`config.mk`:
```
export PLATFORM = sky130hd
export DESIGN_NAME = lock_sequencer
export DESIGN_NICKNAME = d
export VERILOG_FILES = /design/src/rtl/lock_pkg.sv /design/src/rtl/digit_entry_buf.sv /design/src/rtl/lock_sequencer.sv
export SDC_FILE = /design/constraint.sdc
export NUM_CORES = 1
export LEC_CHECK = 0
export CORE_ASPECT_RATIO = 0.5
export CORE_MARGIN = 2
export CORE_UTILIZATION = 40
export CTS_CLUSTER_SIZE = 25
export DETAILED_ROUTE_END_ITERATION = 12
export DONT_BUFFER_PORTS = 1
export SLEW_MARGIN = 20
export SYNTH_ARGS = -nofsm -noshare
export SYNTH_HDL_FRONTEND = slang
export SYNTH_SLANG_ARGS = --single-unit
```
`constraint.sdc`:
```
create_clock -name clk -period 2.65 [get_ports clk]
set_clock_uncertainty 0.1 [all_clocks]
set_input_delay 0.53 -clock clk [delete_from_list [all_inputs] [get_ports clk]]
set_output_delay 0.53 -clock clk [all_outputs]
set_load 0.005 [all_outputs]
```
`src/rtl/lock_pkg.sv`:
```
// Shared types and constants for the six-digit lock sequencer.
package lock_pkg;

  localparam int unsigned DIGITS  = 6;
  localparam int unsigned DIGIT_W = 4;
  localparam int unsigned CODE_W  = DIGITS * DIGIT_W;

  // State encodings, kept as plain constants so external debug tools can decode `state`.
  localparam logic [2:0] ST_IDLE    = 3'd0;
  localparam logic [2:0] ST_OPEN    = 3'd1;
  localparam logic [2:0] ST_SET     = 3'd2;
  localparam logic [2:0] ST_FAIL    = 3'd3;
  localparam logic [2:0] ST_LOCKOUT = 3'd4;

  typedef enum logic [2:0] {
    S_IDLE    = ST_IDLE,
    S_OPEN    = ST_OPEN,
    S_SET     = ST_SET,
    S_FAIL    = ST_FAIL,
    S_LOCKOUT = ST_LOCKOUT
  } lock_state_t;

  typedef logic [CODE_W-1:0] code_t;

  // Keypad values above 9 are non-digit keys and never enter the buffer.
  function automatic logic is_digit(input logic [DIGIT_W-1:0] v);
    return (v <= DIGIT_W'(9));
  endfunction

  function automatic int unsigned max_u(input int unsigned a, input int unsigned b);
    return (a > b) ? a : b;
  endfunction

endpackage

```
`src/rtl/digit_entry_buf.sv`:
```
// Digit entry buffer: shifts digits in from the right, counts them, stops at DIGITS.
module digit_entry_buf
  import lock_pkg::*;
(
  input  logic               clk,
  input  logic               clr,
  input  logic               push,
  input  logic               clear,
  input  logic [DIGIT_W-1:0] digit,
  output code_t              code,
  output logic [2:0]         dcnt,
  output logic               full
);

  code_t      code_q;
  logic [2:0] cnt_q;

  assign full = (cnt_q == 3'(DIGITS));
  assign code = code_q;
  assign dcnt = cnt_q;

  // Clear wins over push; a push while full is dropped so the code never wraps.
  always_ff @(posedge clk or posedge clr) begin
    if (clr) begin
      code_q <= '0;
      cnt_q  <= '0;
    end else if (clear) begin
      code_q <= '0;
      cnt_q  <= '0;
    end else if (push && !full) begin
      code_q <= {code_q[CODE_W-DIGIT_W-1:0], digit};
      cnt_q  <= cnt_q + 3'd1;
    end
  end

endmodule

```
`src/rtl/lock_sequencer.sv`:
```
// Lock sequencer FSM: code compare, unlock window, password change and lockout.
// Optional feature macro: LOCKOUT_EN (failure counter, LOCKOUT state and alarm).
module lock_sequencer
  import lock_pkg::*;
#(
  parameter int unsigned OPEN_CYC = 8,
  parameter int unsigned MAX_FAIL = 3,
  parameter int unsigned LOCK_CYC = 16
) (
  input  logic              clk,
  input  logic              clr,
  input  logic              key_vld,
  input  logic [3:0]        key_val,
  input  logic              key_ent,
  input  logic              key_set,
  input  logic              key_cnl,
  input  logic [CODE_W-1:0] pw_cur,
  output logic              pw_we,
  output logic [CODE_W-1:0] pw_data,
  output logic [CODE_W-1:0] disp,
  output logic [2:0]        dcnt,
  output logic              unlock,
  output logic              err,
  output logic              alarm,
  output logic [2:0]        state
);

`ifdef LOCKOUT_EN
  localparam bit LOCK_EN = 1'b1;
`else
  localparam bit LOCK_EN = 1'b0;
`endif

  localparam int unsigned TIMER_MAX = LOCK_EN ? max_u(OPEN_CYC, LOCK_CYC) : OPEN_CYC;
  localparam int unsigned TW        = $clog2(TIMER_MAX + 1);

  lock_state_t   state_q, state_d;
  logic [TW-1:0] timer_q, timer_d;
  logic          unlock_q, err_q, pw_we_q;
  code_t         pw_data_q;
  logic          buf_push, buf_clear, buf_full, do_write, fail_hit;
  code_t         buf_code;

  digit_entry_buf u_buf (
    .clk   (clk),
    .clr   (clr),
    .push  (buf_push),
    .clear (buf_clear),
    .digit (key_val),
    .code  (buf_code),
    .dcnt  (dcnt),
    .full  (buf_full)
  );

  // Next state, timer reload and buffer control; strobe priority cnl > ent > set > vld.
  always_comb begin
    state_d   = state_q;
    timer_d   = timer_q;
    buf_push  = 1'b0;
    buf_clear = 1'b0;
    do_write  = 1'b0;
    unique case (state_q)
      S_IDLE: begin
        if (key_cnl) begin
          buf_clear = 1'b1;
        end else if (key_ent) begin
          if (buf_full) state_d = (buf_code == pw_cur) ? S_OPEN : S_FAIL;
        end else if (!key_set && key_vld) begin
          buf_push = is_digit(key_val);
        end
      end
      S_OPEN: begin
        if (key_cnl) begin
          state_d = S_IDLE;
        end else if (key_set && !key_ent) begin
          state_d = S_SET;
        end else if (timer_q == TW'(1)) begin
          state_d = S_IDLE;
        end else begin
          timer_d = timer_q - TW'(1);
        end
      end
      S_SET: begin
        if (key_cnl) begin
          state_d = S_IDLE;
        end else if (key_ent) begin
          if (buf_full) begin
            do_write = 1'b1;
            state_d  = S_IDLE;
          end
        end else if (!key_set && key_vld) begin
          buf_push = is_digit(key_val);
        end
      end
      S_FAIL: state_d = fail_hit ? S_LOCKOUT : S_IDLE;
`ifdef LOCKOUT_EN
      S_LOCKOUT: begin
        // Keys, including cancel, are deliberately not looked at here.
        if (timer_q == TW'(1)) state_d = S_IDLE;
        else timer_d = timer_q - TW'(1);
      end
`endif
      default: state_d = S_IDLE;
    endcase

    // Every transition empties the buffer and reloads the timer for the new state.
    if (state_d != state_q) begin
      buf_clear = 1'b1;
      buf_push  = 1'b0;
      unique case (state_d)
        S_OPEN:    timer_d = TW'(OPEN_CYC);
`ifdef LOCKOUT_EN
        S_LOCKOUT: timer_d = TW'(LOCK_CYC);
`endif
        default:   timer_d = '0;
      endcase
    end
  end

  // State, timer and registered outputs derived from the upcoming state.
  always_ff @(posedge clk or posedge clr) begin
    if (clr) begin
      state_q   <= S_IDLE;
      timer_q   <= '0;
      unlock_q  <= 1'b0;
      err_q     <= 1'b0;
      pw_we_q   <= 1'b0;
      pw_data_q <= '0;
    end else begin
      state_q   <= state_d;
      timer_q   <= timer_d;
      unlock_q  <= (state_d == S_OPEN);
      err_q     <= (state_d == S_FAIL);
      pw_we_q   <= do_write;
      pw_data_q <= do_write ? buf_code : '0;
    end
  end

`ifdef LOCKOUT_EN
  localparam int unsigned FAIL_W = $clog2(MAX_FAIL + 1);

  logic [FAIL_W-1:0] fail_q;
  logic              fail_inc, fail_clr, alarm_q;

  assign fail_inc = (state_q == S_IDLE) && (state_d == S_FAIL);
  assign fail_clr = ((state_q == S_IDLE) && (state_d == S_OPEN)) ||
                    ((state_q == S_LOCKOUT) && (state_d == S_IDLE));
  // Counter already holds the new count while in FAIL, so FAIL compares it directly.
  assign fail_hit = (fail_q == FAIL_W'(MAX_FAIL));

  // Saturating count of consecutive wrong codes.
  always_ff @(posedge clk or posedge clr) begin
    if (clr) begin
      fail_q  <= '0;
      alarm_q <= 1'b0;
    end else begin
      alarm_q <= (state_d == S_LOCKOUT);
      if (fail_clr) fail_q <= '0;
      else if (fail_inc && !fail_hit) fail_q <= fail_q + FAIL_W'(1);
    end
  end

  assign alarm = alarm_q;
`else
  assign fail_hit = 1'b0;
  assign alarm    = 1'b0;
`endif

  assign state   = state_q;
  assign unlock  = unlock_q;
  assign err     = err_q;
  assign pw_we   = pw_we_q;
  assign pw_data = pw_data_q;
  assign disp    = buf_code;

endmodule

```
# Word-level counts from Yosys, hierarchy flattened
# Index checks and enable logic that the tools add are counted.
# word_totals
wordCells	67
in_bits	34
output_inout_bits	58
register_bits	61
# classes
n_lt_le_gt_ge	1
n_mux	34
eq_ne	11
addsub	2
reduce_logical	11
# op_table
cell	count
24-bit 2-to-1 mux	3
3-bit 2-to-1 mux	11
24-bit equality test	1
4-bit 2-to-1 mux	6
1-bit 2-to-1 mux	12
3-bit case mux with 3 select lines	1
3-bit by 1-bit equality test with 1-bit output (second input constant)	2
3-bit by 2-bit equality test with 1-bit output (second input constant)	2
2-bit by 1-bit inequality test with 1-bit output (second input constant)	3
4-bit by 1-bit equality test with 1-bit output (second input constant)	1
4-bit <= comparator (second input constant)	1
4-bit AND reduction	1
2-bit nonzero test	2
4-bit by 1-bit subtractor with 4-bit output (second input constant)	1
3-bit by 1-bit adder with 3-bit output (second input constant)	1
3-bit equality test (second input constant)	1
1-bit logical AND	3
1-bit zero test	3
3-bit zero test	1
3-bit inequality test	1
2-bit 2-to-1 mux	1
2-bit OR reduction	1

# Longest topological paths before layout
# Gate-level depths: netlist (run 1).
# depth
depth_word	11
ltp_mapped	8
mapped_depth_nobuf	6

# Hierarchy
# Synthesis (run 1) repeated with hierarchy kept, for this count alone.
# hier_totals
hier_cells	245
area_unflattened_um2	2886.5
# by_module_without_submodules
mod	area_per_inst_um2	cells_per_inst	n_inst	seq_area_each_um2
lock_sequencer	1630.3	144	1	850.8
digit_entry_buf	1256.2	101	1	675.6

# Worst setup path after synthesis (run 1)
# Ideal clock, no wire load.
# synth_path
kind	register to register
startpoint	register u_buf.cnt_q[0], in the netlist u_buf.dcnt[0]
endpoint	register u_buf.code_q[12], in the netlist u_buf.code[12]
path_slack_ns	0.917
path_stages_with_launch	9
setup_time_ns	0.118
arrival_time_ns	1.515
required_ns	2.432
n_path_buf	2
period_less_slack_ns	1.733
path_cell_list	dfrtp_1 -> inv_1 -> ha_1 -> a211oi_1 -> nand3_1 -> buf_6 -> buf_6 -> mux2i_1 -> nor2_1
# synth_between
elab_chain_cells	9
elab_cells_between_ends	15
classes_between	2 x eq/ne; 10 x mux; 3 x reduce/logical
# synth_lines
item	line_no	source
start: declaration	digit_entry_buf.sv:16	logic [2:0] cnt_q;
start signal: assignment	digit_entry_buf.sv:32	cnt_q <= cnt_q + 3'd1;
3-bit equality test *	digit_entry_buf.sv:18	assign full = (cnt_q == 3'(DIGITS));
3-bit 2-to-1 mux (on tied branches)	lock_sequencer.sv:87, lock_sequencer.sv:67	
3-bit 2-to-1 mux (on tied branches)	lock_sequencer.sv:86, lock_sequencer.sv:66	
3-bit 2-to-1 mux (on tied branches)	lock_sequencer.sv:84, lock_sequencer.sv:64	
3-bit case mux with 3 select lines	lock_sequencer.sv:62	unique case (state_q)
3-bit inequality test	lock_sequencer.sv:107	if (state_d != state_q) begin
1-bit 2-to-1 mux	lock_sequencer.sv:107	
1-bit logical AND	digit_entry_buf.sv:30	end else if (push && !full) begin
2-bit nonzero test (no source line)	--	
end signal: assignment	digit_entry_buf.sv:31	code_q <= {code_q[CODE_W-DIGIT_W-1:0], digit};
end: declaration	digit_entry_buf.sv:15	code_t code_q;
# Every way passes the cells marked *; elsewhere a longest branch is shown, timed or not.
# A chain may end at the register's enable or synchronous reset.

# Worst setup path after layout (run 1)
# layout_path
startpoint	register timer_q[1]
endpoint	register u_buf.code_q[0], in the netlist u_buf.code[0]
# layout_between
elab_chain_cells	9
elab_cells_between_ends	11
classes_between	2 x eq/ne; 7 x mux; 2 x reduce/logical
# layout_lines
item	line_no	source
start: declaration	lock_sequencer.sv:38	logic [TW-1:0] timer_q, timer_d;
start signal: assignment	lock_sequencer.sv:131	timer_q <= timer_d;
4-bit by 1-bit equality test with 1-bit output *	lock_sequencer.sv:77	end else if (timer_q == TW'(1)) begin
3-bit 2-to-1 mux *	lock_sequencer.sv:77	
3-bit 2-to-1 mux *	lock_sequencer.sv:75	end else if (key_set && !key_ent) begin
3-bit 2-to-1 mux *	lock_sequencer.sv:73	if (key_cnl) begin
3-bit case mux with 3 select lines *	lock_sequencer.sv:62	
3-bit inequality test *	lock_sequencer.sv:107	
1-bit 2-to-1 mux	lock_sequencer.sv:107	
1-bit logical AND	digit_entry_buf.sv:30	
2-bit nonzero test (no source line)	--	
# Marked as above.

==> impl_metrics.tcl, run 1 <==
set metrics [dict create \
    ys_ff_latch 61 \
    use_met3_pct 7.482 \
    num_vias 1702 \
    ir_drop_uv 275.0 \
    ys_warn_count 0 \
    rrSetupSlack_ns 0.62 \
    start_util_pct 41.53 \
    antenna_found_initial 0 \
    hold_buffers 0 \
    syn_avg_cell_area_um2 11.84 \
    setup_viol 0 \
    synthDistinctLibCells 42 \
    met1_usage_pct 22.22 \
    fillers 609 \
    postCtsSetupBuffers 0 \
    grt-ovfl-total 0 \
    clk_path_buf_depth 2 \
    core-area_um2 6700 \
    diodes 0 \
    syn_to_final_growth_pct 12.77 \
    drt-pass1-iter-count 4 \
    hold_violations 0 \
    cp.arrival_ns 2.11 \
    crit_start "timer_q[1]" \
    grt_max_degree 33 \
    nNetsFinal 278 \
    clock-root-buffer "clkbuf_16" \
    maxSlewViolCount 0 \
    p_leak_nw 1.572 \
    grt_pass1_vias 1727 \
    crit_path_end "u_buf.code[0]" \
    async_flop_share_pct 100.0 \
    cts_tree "built" \
    worst-r2r-cell-count 6 \
    drc 0 \
    period_minus_slack_ns 2.032 \
    dieHeight_um 62.98 \
    worst_pin_slew_ns 0.7526 \
    grt_busiest_layer "met2" \
    p_per_area_nw_per_um2 687.4 \
    maxSlewHeadroom_pct 49.83 \
    port_buffers 0 \
    critPathCaptureType "flip-flop" \
    mostFrequentLayoutCells "dfrtp_1, nor2_1, mux2i_1" \
    h-tree-depth 3 \
    ys_top_cells_by_area "dfrtp_1, mux2i_1, and2_1" \
    rsz0062_at_grt "false" \
    synth.top_cell.area_share_pct 54.86 \
    wire_per_inst_um 18.30 \
    clkLatencyLatePin_ns 0.33 \
    synthCells 235 \
    clkSlewWorstSetupHoldPaths_ns 0.05 \
    drt_wl_total_um 6150 \
    yosysSeqAreaShare_pct 54.86 \
    outcome "finished, final reports clean" \
    final_util_pct 46.83 \
    dieArea_um2 7680 \
    min_path_type "in -> async" \
    via_per_inst 5.065 \
    clock.fmax_mhz 492.2 \
    tns_ns 0 \
    cts_made_buffers 9 \
    io-pin-count 92 \
    start_kind "flip-flop" \
    fp.dieW_um 122.0 \
    cts.repair.resized 0 \
    final_layout_size_suffix_gt1_share_pct 10.66 \
    grt_pass1_wl_um 9480 \
    crit_path_max_fanout 27 \
    track_usage_pct 16.98 \
    yosysTopAreaCell "dfrtp_1" \
    gp_congestion 0.7604 \
    antenna_left 0 \
    syn-cell-area_um2 2783 \
    final_common_cell "dfrtp_1" \
    r2r-start "timer_q[1]" \
    grt_use_met2_pct 25.63 \
    whs_ns 0.07920 \
    cp.required_ns 2.73 \
    post-route-period-util_pct 76.66 \
    drtIter0Drc 116 \
    synth-main-ff-cell "dfrtp_1" \
    row_count 21 \
    cts.sinks 61 \
    drv_cap 0 \
    dpl.hpwl_um 4477 \
    r2r_end "u_buf.code[0]" \
    synth_edf_count 0 \
    criticalPathCategory "reg -> reg" \
]
## routing by layer
metal / routed length [um] / part of all wire, %
met1: 2601 / 42
met5: 0 / 0
met4: 60 / 0.98
met3: 593 / 9.6
met2: 2894 / 47
## state kept, by name, summed over array words and instances, names as in the netlist
signal and cells:
timer_q 4, pw_data 24, err 1, pw_we 1, u_buf.code 24, u_buf.dcnt 3
unlock 1, state 3
## Yosys cell counts (2+ instances only)
cell      count
and3_1        2
buf_4         2
xnor2_1       9
nor4_1        5
a21oi_1       4
dfrtp_1      61
nor3_1        4
and2_1       24
xor2_1       17
a22oi_1       2
o21ai_0       2
inv_1         5
nor2_1       29
buf_6         6
nand4_1       4
mux2i_1      25
nand3_1       2
nand3b_1      4
nand2_1       2
ha_1          4
## stage by stage
step                cells  worst slack (ns)  instance area, um2  power [mW]
floorplan             236            0.5070                2786       1.006
global placement      321            0.7021                2838       1.013
detailed placement    321            0.6037                2838       1.014
CTS                   336            0.5810                3138       2.180
global route          336            0.4755                3138       2.230
finish                336            0.6185                3138       2.157
## critical path, cell delays in order (launching register included)
cell and delay, ns:
dfrtp_1 0.39, inv_1 0.08, ha_1 0.16, nor3b_1 0.35, nor4_4 0.10, o21bai_4 0.58, nor2_1 0.11
## layout make-up
cell class / count / area, um2 / area share (%)
timing repair buffer: 3 / 22.52 / 0.7177
clock inverter: 4 / 47.55 / 1.515
inverter: 5 / 18.77 / 0.5981
sequential: 61 / 1526 / 48.64
multi-input combinational: 160 / 1155 / 36.80
tap: 92 / 115.1 / 3.668
clock buffer: 11 / 252.7 / 8.054
## logic make-up (layout without fill, tap and decap cells)
group,Yosys count,count (layout),synth area share (%)
simple gates,86,86,17.58
xor+xnor,26,26,8.184
compound gates,16,16,4.092
fa+ha+maj,4,4,1.799
flops,61,61,54.86
other cells,1,2,0.1348
mux,26,26,9.397
buf+inv,15,23,3.956
## report_power, final
| group | leakage (nW) | total (mW) | switching (mW) | internal [mW] |
|---|---|---|---|---|
| Combinational | 0.574 | 0.0597 | 0.0408 | 0.0189 |
| Sequential | 0.850 | 0.937 | 0.00294 | 0.934 |
| Clock | 0.147 | 1.16 | 0.392 | 0.769 |
| Total | 1.57 | 2.16 | 0.436 | 1.72 |
## worst min-delay path by stage
stage / startpoint / end / slack [ns] / depth (start not counted)
2_1_floorplan: timer_q[1] / timer_q[1] / 0.41 / 2
3_3_place_gp: clr / pw_we / 0.44 / 1
3_5_place_dp: clr / pw_we / 0.45 / 1
4_1_cts: clr / pw_we / 0.1 / 1
5_1_grt: clr / pw_we / 0.13 / 1
6_report: clr / pw_we / 0.08 / 1
Power figures use the tool's default switching activity.
==> run 2, diff against run 1 <==
clock period = 1.7 ns   (was 2.65 ns; I/O delays follow)
==> run 2 against run 1 <==
  * The flow now finishes with violations (negative setup slack)
  * Sequential share of layout area down 8.4 points
  * Design area up 21%
  * Critical endpoint is now u_buf.code[22]
  * Hold slack worse by 0.0087 ns
  * Fmax up 15%
  * Core utilization up 9.8 points
  * Combinational power up 150%
  * Global-route usage up 3.4 points
==> impl_metrics.tcl, run 2 (same netlist as run 1, synthesis figures left out) <==
set metrics [dict create \
    final_layout_size_suffix_gt1_share_pct 34.92 \
    track_usage_pct 20.36 \
    p_leak_nw 1.838 \
    setup_viol 24 \
    multi_input_area_um2 1340 \
    core-area_um2 6700 \
    min_path_cells 2 \
    power_report.internal_total_mw 2.650 \
    violations "negative setup slack" \
    cts.sinks 61 \
    fillers 540 \
    drc 0 \
    drtIter0Drc 111 \
    cts_tree "built" \
    swShare_pct 21.25 \
    r2r_end "u_buf.code[22]" \
    via_per_inst 5.090 \
    cts_made_buffers 9 \
    num_vias 1970 \
    grt_pass1_wl_um 11450 \
    clkLatencyLatePin_ns 0.32 \
    gp_congestion 0.7679 \
    cp.required_ns 1.81 \
    hold_violations 0 \
    final_common_cell "dfrtp_1" \
    clock.fmax_mhz 567.5 \
    pwr-share-seq_pct 43.3 \
    worst_pin_slew_ns 0.5803 \
    row_count 21 \
    r2r-start "u_buf.dcnt[1]" \
    wire_per_inst_um 19.11 \
    grt_pass1_vias 2091 \
    whs_endpoint "u_buf.code[2]" \
    ir_drop_uv 461.3 \
    critPathCaptureType "flip-flop" \
    dieArea_um2 7680 \
    drv_cap 0 \
    period_minus_slack_ns 1.762 \
    antenna_left 0 \
    fp.dieW_um 122.0 \
    clkSlewWorstSetupHoldPaths_ns 0.05 \
    min_path_type "in -> reg" \
    hold_start "key_val[2]" \
    combPwrFrac_pct 4.4 \
    start_kind "flip-flop" \
    seq_area_um2 1529 \
    h-tree-depth 3 \
    drt-pass1-iter-count 4 \
    cp.arrival_ns 1.87 \
    dpl_cell_area_um2 3152 \
    rsz0062_at_grt "true" \
    diodes 0 \
    fin_ws_ns -0.06207 \
    grt_max_degree 26 \
    post-route-period-util_pct 103.7 \
    outcome "complete, but fails checks" \
    clockPowerShare_pct 52.3 \
    syn_to_final_growth_pct 36.47 \
    io-pin-count 92 \
    dieHeight_um 62.98 \
    start_util_pct 41.53 \
    p_per_area_nw_per_um2 886.2 \
    power_switching_uw 715.2 \
    antenna_found_initial 0 \
    maxSlewViolCount 0 \
    grt-ovfl-total 0 \
    tns_ns -0.7567 \
    final_cell_area_um2 3797 \
    port_buffers 0 \
    dpl.hpwl_um 4861 \
    mostFrequentLayoutCells "dfrtp_1, buf_4, nor2_1, and2_1, mux2i_1" \
    criticalPathCategory "reg -> reg" \
    maxSlewHeadroom_pct 61.23 \
    crit_path_max_fanout 6 \
    worst-r2r-cell-count 6 \
    clock-root-buffer "clkbuf_16" \
    clk_path_buf_depth 2 \
    nNetsFinal 328 \
    drt_wl_total_um 7394 \
    rrSetupSlack_ns -0.06 \
]
==> run 2: layer usage <==
metal	routed length (um)	GRT usage [%]	share of wire [%]
met3	645	9.945	8.7
met2	3548	31.63	48
met4	59	5.891	0.80
met1	3142	25.16	42
met5	0	0	0
==> run 2: worst max path at each step <==
| stage | slack, ns | endpoint | depth (start not counted) | start |
|---|---|---|---|---|
| after global routing | -0.15 | u_buf.code[5] | 7 | u_buf.dcnt[0] |
| after detailed placement | -0.28 | u_buf.code[20] | 7 | timer_q[1] |
| after floorplan | 0.01 | u_buf.code[12] | 8 | u_buf.dcnt[0] |
| after CTS | -0.06 | u_buf.code[3] | 7 | u_buf.dcnt[0] |
| final | -0.06 | u_buf.code[22] | 6 | u_buf.dcnt[1] |
| after global placement | -0.19 | u_buf.code[17] | 7 | timer_q[1] |
==> run 2: layout make-up <==
class / count / share of cell area, %
Sequential cell: 61 / 40.26
Multi-Input combinational cell: 161 / 35.29
Timing Repair Buffer: 52 / 13.11
Clock buffer: 10 / 6.030
Tap cell: 92 / 3.031
Clock inverter: 6 / 1.680
Inverter: 5 / 0.5931
==> run 2: through the flow <==
step | utilization [%] | total power, mW | std cells | setup slack [ns] | hold slack [ns]
2_1_floorplan | - | 1.569 | 236 | 0.01061 | 0.3523
3_3_place_gp | 47.04 | 1.592 | 355 | -0.1943 | 0.1890
3_5_place_dp | 47.04 | 1.595 | 355 | -0.2818 | 0.2040
4_1_cts | 55.74 | 3.388 | 385 | -0.05889 | 0.06896
5_1_grt | 56.68 | 3.488 | 387 | -0.1469 | 0.06105
6_report | 56.68 | 3.365 | 387 | -0.06207 | 0.07046
==> run 2: power groups by stage <==
stage | sequential, mW | clock [mW] | combinational (mW)
final | 1.46 | 1.76 | 0.149
after global routing | 1.46 | 1.87 | 0.162
after CTS | 1.46 | 1.78 | 0.149
after detailed placement | 1.48 | 0 | 0.113
after global placement | 1.48 | 0 | 0.111
after floorplan | 1.48 | 0 | 0.0873
==> run 2: critical path, stage by stage, from the launching register on <==
cell and delay, ns:
dfrtp_1 0.40, ha_4 0.19, a211oi_4 0.29, nand3_4 0.19, buf_6 0.25, mux2i_2 0.20
nor2_2 0.04
==> run 2: timing repair <==
item	4_1_cts	5_1_grt
endpoints found under the hold margin	22	0
hold buffers	1	0
gates resized for setup	24	21
endpoints found under the setup margin	31	35
pin swaps	8	10
gates cloned	3	0
setup buffers	11	5
==> RTL edit 1 (config.mk and constraints of run 2) <==
The option `LOCKOUT_EN` is turned on by a define.
--- a/src/rtl/lock_sequencer.sv
+++ b/src/rtl/lock_sequencer.sv
@@ -1,5 +1,7 @@
 // Lock sequencer FSM: code compare, unlock window, password change and lockout.
 // Optional feature macro: LOCKOUT_EN (failure counter, LOCKOUT state and alarm).
+`define LOCKOUT_EN
+
 module lock_sequencer
   import lock_pkg::*;
 #(
Formal check against the unedited RTL: no difference found for any inputs over 10 cycles, from zero or initial values; that may be too few to reach the edited logic, so the function may still have changed.
==> RTL edit 1 against run 2 <==
The run still ends with negative setup slack left. Cell count grew 21%. Worst setup slack lost 0.47 ns. Worst hold slack gained 0.10 ns. Total power grew 17%. Wire length grew 28%. Area after synthesis grew 20%. Design area grew 27%. Synthesized cell count grew 18%. Combinational power grew 44%. Via count grew 29%. Sequential cell count grew 4. Fmax shrank 21%. Global-route usage grew 0.56 points.
==> RTL edit 1: results (changes against run 2) <==
\begin{tabular}{lr}
\hline
Metric & Value \\
\hline
\multicolumn{2}{l}{\textbf{Global routing}} \\
Global-route wire length before repair & 14120 µm (+23\%) \\
Aggregate global-route resource usage & 0.2092 (+0.005584) \\
Pin count of the biggest net entering global routing & 28 (+7.7\%) \\
Vias in the first global route & 2566 (+23\%) \\
\multicolumn{2}{l}{\textbf{Clocking}} \\
Setup bufs post-CTS & 5 (-6) \\
PostCTS Resize Cnt & 13 (-46\%) \\
\multicolumn{2}{l}{\textbf{Synth}} \\
Synth top area cells & dfrtp\_1 49\%, nor4\_2 12\%, mux2i\_1 7.2\% \\
Compound-Gate Fraction of Synth Area & 0.06203 (+0.02112) \\
Sequential share of the synthesized area & 0.4858 (-0.06276) \\
Cell variety after synth & 45 (+7.1\%) \\
Adder-cell area share of the yosys netlist & 0.01868 (+0.0006990) \\
\multicolumn{2}{l}{\textbf{Place}} \\
Final weighted congestion of routability-driven global placement & 0.8581 (+12\%) \\
Estimated wirelength of the detail-placed design & 6178 µm (+27\%) \\
\multicolumn{2}{l}{\textbf{STA}} \\
Number of endpoints failing setup at the final stage & 37 (+54\%) \\
Pin slew with the least headroom to its limit & 0.5086 ns (-0.07169 ns) \\
Final worst slack & -0.5290 ns (-0.4669 ns) \\
\multicolumn{2}{l}{\textbf{Power}} \\
Net switching fraction of the power & 0.2172 (+0.004718) \\
\multicolumn{2}{l}{\textbf{Status}} \\
Violated checks & negative setup slack \\
Result of the run & complete, but fails checks \\
\multicolumn{2}{l}{\textbf{Route}} \\
First DRT Iteration DRCs & 125 (+13\%) \\
Per-cell routed wire length & 20.15 µm (+5.5\%) \\
Overall via count from detail\_route & 2532 (+29\%) \\
\multicolumn{2}{l}{\textbf{Final layout}} \\
Share of layout cells above drive strength 1 & 0.4314 (+0.08222) \\
\multicolumn{2}{l}{\textbf{Worst setup path}} \\
Standard cell with the maximum stage delay on the critical path & o31a\_4 \\
CP max stage delay & 0.43 ns (+0.03 ns) \\
\hline
\end{tabular}
[RTL edit 1: cell types whose count changed in the layout (fill, tap and decap cells not counted), moves of 7 or more]
cell / run 2 / this run
buf_4: 39 / 64
nor4_2: 2 / 20
nor2_1: 24 / 8
nor4_4: 1 / 13
buf_12: 5 / 13
xor2_1: 17 / 24
[RTL edit 1: critical path: cells and delay by family (launching register included)]
kind	cells	cell delay, ns
simple gates	3	0.86
compound gates	1	0.43
buf+inv	1	0.17
flops	1	0.39
xor+xnor	1	0.18
[RTL edit 1: path summary, 6_finish.rpt]
path / from / endpoint / depth (start not counted)
worst min-delay path: key_val[3] / u_buf.code[3] / 2
worst min register to register: u_buf.code[20] / pw_data[20] / 2
max in group asynchronous: clr / timer_q[4] / 3
worst max register to register: u_buf.code[20] / u_buf.code[8] / 6
min in group asynchronous: clr / u_buf.code[14] / 2
worst max-delay path: u_buf.code[20] / u_buf.code[8] / 6
[RTL edit 1: area by class of cell]
class | instances | area (µm²) | area share
repair buffers | 80 | 787.0 | 0.1634
multi-input cells | 190 | 1893 | 0.3930
inverters | 6 | 26.28 | 0.005455
flip-flops and latches | 65 | 1627 | 0.3377
clock inverters | 6 | 115.1 | 0.02390
well taps | 112 | 140.1 | 0.02909
clock buffers | 10 | 229.0 | 0.04753
[RTL edit 1: kinds of logic (layout without fill, tap and decap cells)]
kind of cell / Yosys count / in the layout
compound gates: 25 / 25
xor+xnor: 30 / 30
fa+ha+maj: 5 / 5
buf+inv: 24 / 102
flops: 65 / 65
mux: 24 / 24
simple gates: 104 / 106
[RTL edit 1: power by group through the flow]
stage / clock network [mW] / registers, mW / logic, mW
detailed placement: 0 / 1.58 / 0.188
floorplan: 0 / 1.58 / 0.119
finish: 2.16 / 1.55 / 0.215
CTS: 2.18 / 1.55 / 0.203
global placement: 0 / 1.58 / 0.184
global route: 2.25 / 1.55 / 0.230
[RTL edit 1: layer usage]
metal | vias up | global-route usage | share of wire
li1 | 1148 | - | -
met1 | 1308 | 0.2591 | 0.43
met2 | 66 | 0.3512 | 0.49
met3 | 10 | 0.06871 | 0.059
met4 | 0 | 0.07580 | 0.013
met5 | - | 0 | 0
[RTL edit 1: through the flow]
| stage | setup WS, ns | instances | setup TNS, ns | hold WS (ns) |
|---|---|---|---|---|
| after CTS | -0.5085 | 465 | -15.91 | 0.1389 |
| after global placement | -0.6879 | 441 | -21.66 | 0.1645 |
| after floorplan | -0.3137 | 277 | -8.802 | 0.3777 |
| after global routing | -0.6287 | 469 | -18.57 | 0.1898 |
| final | -0.5290 | 469 | -15.63 | 0.1716 |
| after detailed placement | -0.7625 | 441 | -23.90 | 0.1699 |
==> RTL edit 2 (config.mk and constraints of run 2) <==
Made on the original files. Register the output `pw_data` once more, cleared by the reset; this adds one clock of latency there. The other outputs are not delayed to match.
--- a/src/rtl/lock_sequencer.sv
+++ b/src/rtl/lock_sequencer.sv
@@ -170,7 +170,13 @@
   assign unlock  = unlock_q;
   assign err     = err_q;
   assign pw_we   = pw_we_q;
-  assign pw_data = pw_data_q;
+  always_ff @(posedge clk or posedge clr) begin
+    if (clr) begin
+      pw_data <= '0;
+    end else begin
+      pw_data <= pw_data_q;
+    end
+  end
   assign disp    = buf_code;
 
 endmodule
Formal check against the unedited RTL: same outputs for any inputs over 10 cycles, from zero or initial values; that may be too few to reach the edited logic, so the function may still have changed.
==> RTL edit 2 against run 2 <==
The run still ends with negative setup slack left. Synthesized cell count up 11%. Worst hold slack worse by 0.052 ns. Area after synthesis increased by 18%. Worst setup slack got worse by 0.078 ns. Largest cell class unchanged. Design area rose by 13%. Non-clock buffer count up 4. Die area is 17% higher. Sequential cell count up 24. Via count is 3.3% higher. Wire length is 3.9% higher. Total power increased by 27%.
==> RTL edit 2: results (changes against run 2) <==
\begin{tabular}{lr}
\hline
Metric & Value \\
\hline
\multicolumn{2}{l}{\textbf{Place}} \\
Area of placed instances & 0.003771 mm² (+20\%) \\
Final weighted congestion of routability-driven global placement & 0.7989 (+4.0\%) \\
Estimated wirelength of the detail-placed design & 5140 µm (+5.7\%) \\
\multicolumn{2}{l}{\textbf{Worst hold path}} \\
Path category of the worst min-delay check & in -> reg \\
Hold worst-path end & state[1] \\
Cells on Worst Hold Path & 1 (-1) \\
Startpoint of the most critical hold path & key\_cnl \\
\multicolumn{2}{l}{\textbf{Route}} \\
Overall via count from detail\_route & 2035 (+3.3\%) \\
First DRT Iteration DRCs & 68 (-39\%) \\
Final wirelength & 7681 µm (+3.9\%) \\
\multicolumn{2}{l}{\textbf{Final layout}} \\
Fill cell count & 713 (+32\%) \\
Final \#Nets & 358 (+9.1\%) \\
Share of layout cells above drive strength 1 & 0.2554 (-0.09377) \\
\multicolumn{2}{l}{\textbf{Worst setup path}} \\
Crit Path Max Fanout & 2 (-4) \\
Reg-to-reg startpoint & u\_buf.code[19] \\
Reg2reg path depth & 5 (-1) \\
Standard cell with the maximum stage delay on the critical path & nor4\_1 \\
Data arrival time of the critical path & 2.02 ns (+0.15 ns) \\
Reg2reg end & timer\_q[3] \\
Top delay family on crit path & simple AND/OR/NAND/NOR gates \\
\multicolumn{2}{l}{\textbf{Synth}} \\
Sequential share of the synthesized area & 0.6461 (+0.09758) \\
Post-synth top cells & 85 x dfrtp\_1, 38 x nor2\_1, 25 x and2\_1, 25 x mux2i\_1, 24 x xor2\_1 \\
Cell variety after synth & 32 (-24\%) \\
Yosys warning total & 0 (unchanged) \\
Synth top area cells & dfrtp\_1 65\%, mux2i\_1 7.6\%, xor2\_1 6.4\% \\
\multicolumn{2}{l}{\textbf{Global routing}} \\
Vias in the first global route & 2139 (+2.3\%) \\
Global-route track usage on met1 & 0.2022 (-0.04943) \\
Aggregate global-route resource usage & 0.1731 (-0.03045) \\
Met3 global-route usage & 0.06963 (-0.02982) \\
Pin count of the biggest net entering global routing & 43 (+65\%) \\
Fraction of met2 tracks used by global routing & 0.2969 (-0.01947) \\
Global-route wire length before repair & 11440 µm (about the same) \\
\multicolumn{2}{l}{\textbf{Status}} \\
Violated checks & negative setup slack \\
Result of the run & complete, but fails checks \\
\multicolumn{2}{l}{\textbf{STA}} \\
Number of endpoints failing setup at the final stage & 3 (-88\%) \\
Worst Hold Slack & 0.01862 ns (-0.05184 ns) \\
Count of final max-slew check failures & 0 (unchanged) \\
Final worst slack & -0.1405 ns (-0.07841 ns) \\
Final total negative setup slack & -0.3133 ns (+0.4434 ns) \\
\multicolumn{2}{l}{\textbf{Clocking}} \\
H-tree lvl count & 3 (unchanged) \\
Clock slew at the register clock pins of the worst setup and hold paths & 0.06 ns \\
Clock latency reported for the late side of the worst-skew pair & 0.34 ns (+0.02 ns) \\
\multicolumn{2}{l}{\textbf{Power}} \\
Cell leakage power & 2.295 nW (+25\%) \\
Worst-case vdd ir drop & 0.0004693 V (+1.7\%) \\
\hline
\end{tabular}
RTL edit 2: changes by cell type after synthesis, moves of 4 or more:
cell and change:
nand3b_1 -4, xnor2_1 -7, buf_2 +5, buf_6 -5, nor2_1 +9, dfrtp_1 +24, nand2_1 +6, xor2_1 +7
RTL edit 2: logic make-up (layout without fill, tap and decap cells):
logic type / after synthesis / after routing / synth area share
and+or+nand+nor: 91 / 91 / 0.1399
DFF: 85 / 85 / 0.6461
xor gates and xnor gates: 26 / 26 / 0.06918
muxes: 25 / 25 / 0.07602
AOI/OAI and AO/OA: 15 / 15 / 0.02965
buffers and inverters: 15 / 77 / 0.02281
adders and majority gates: 4 / 4 / 0.01520
other: 1 / 2 / 0.001139
RTL edit 2: report_power, final:
group | internal (mW) | leakage [nW] | total [mW] | switching [mW]
Sequential | 2.02 | 1.19 | 2.03 | 0.00199
Combinational | 0.0596 | 0.949 | 0.145 | 0.0850
Clock | 1.33 | 0.160 | 2.12 | 0.786
RTL edit 2: area by class of cell:
cell class                 count  area, µm²  share of cell area
sequential                    85       2127              0.4958
multi-input combinational    163       1144              0.2666
timing repair buffer          56      531.8              0.1239
clock buffer                  11      242.7             0.05658
tap                          112      140.1             0.03266
clock inverter                 5      82.58             0.01925
inverter                       5      22.52            0.005249
RTL edit 2: layer usage:
| layer | routed length, µm | up-vias |
|---|---|---|
| li1 | - | 977 |
| met1 | 3316 | 999 |
| met2 | 3818 | 49 |
| met3 | 444 | 10 |
| met4 | 101 | 0 |
| met5 | 0 | - |
RTL edit 2: how the worst max path moves through the flow:
| stage | cells after the start | endpoint | startpoint |
|---|---|---|---|
| after floorplan | 4 | timer_q[3] | state[0] |
| after global placement | 4 | timer_q[3] | state[2] |
| after detailed placement | 5 | timer_q[2] | state[2] |
| after CTS | 6 | timer_q[3] | u_buf.code[14] |
| after global routing | 5 | timer_q[3] | u_buf.code[19] |
| final | 5 | timer_q[3] | u_buf.code[19] |
RTL edit 2: what timing repair did:
item | CTS | global route
resized for setup | 2 | 18
endpoints found under the setup margin | 28 | 31
hold buffers | 1 | 0
pin swaps | 3 | 7
buffers inserted | 4 | 3
cloned | 0 | 3
hold endpoints to repair | 13 | 0
RTL edit 2: through the flow:
stage	power, mW	worst slack (ns)	util	instances
4_1_cts	4.323	-0.07551	0.5181	431
5_1_grt	4.442	-0.2357	0.5363	437
6_report	4.289	-0.1405	0.5363	437
2_1_floorplan	2.150	-0.08048	-	263
3_5_place_dp	2.192	-0.05264	0.4714	410
3_3_place_gp	2.189	-0.009943	0.4714	410
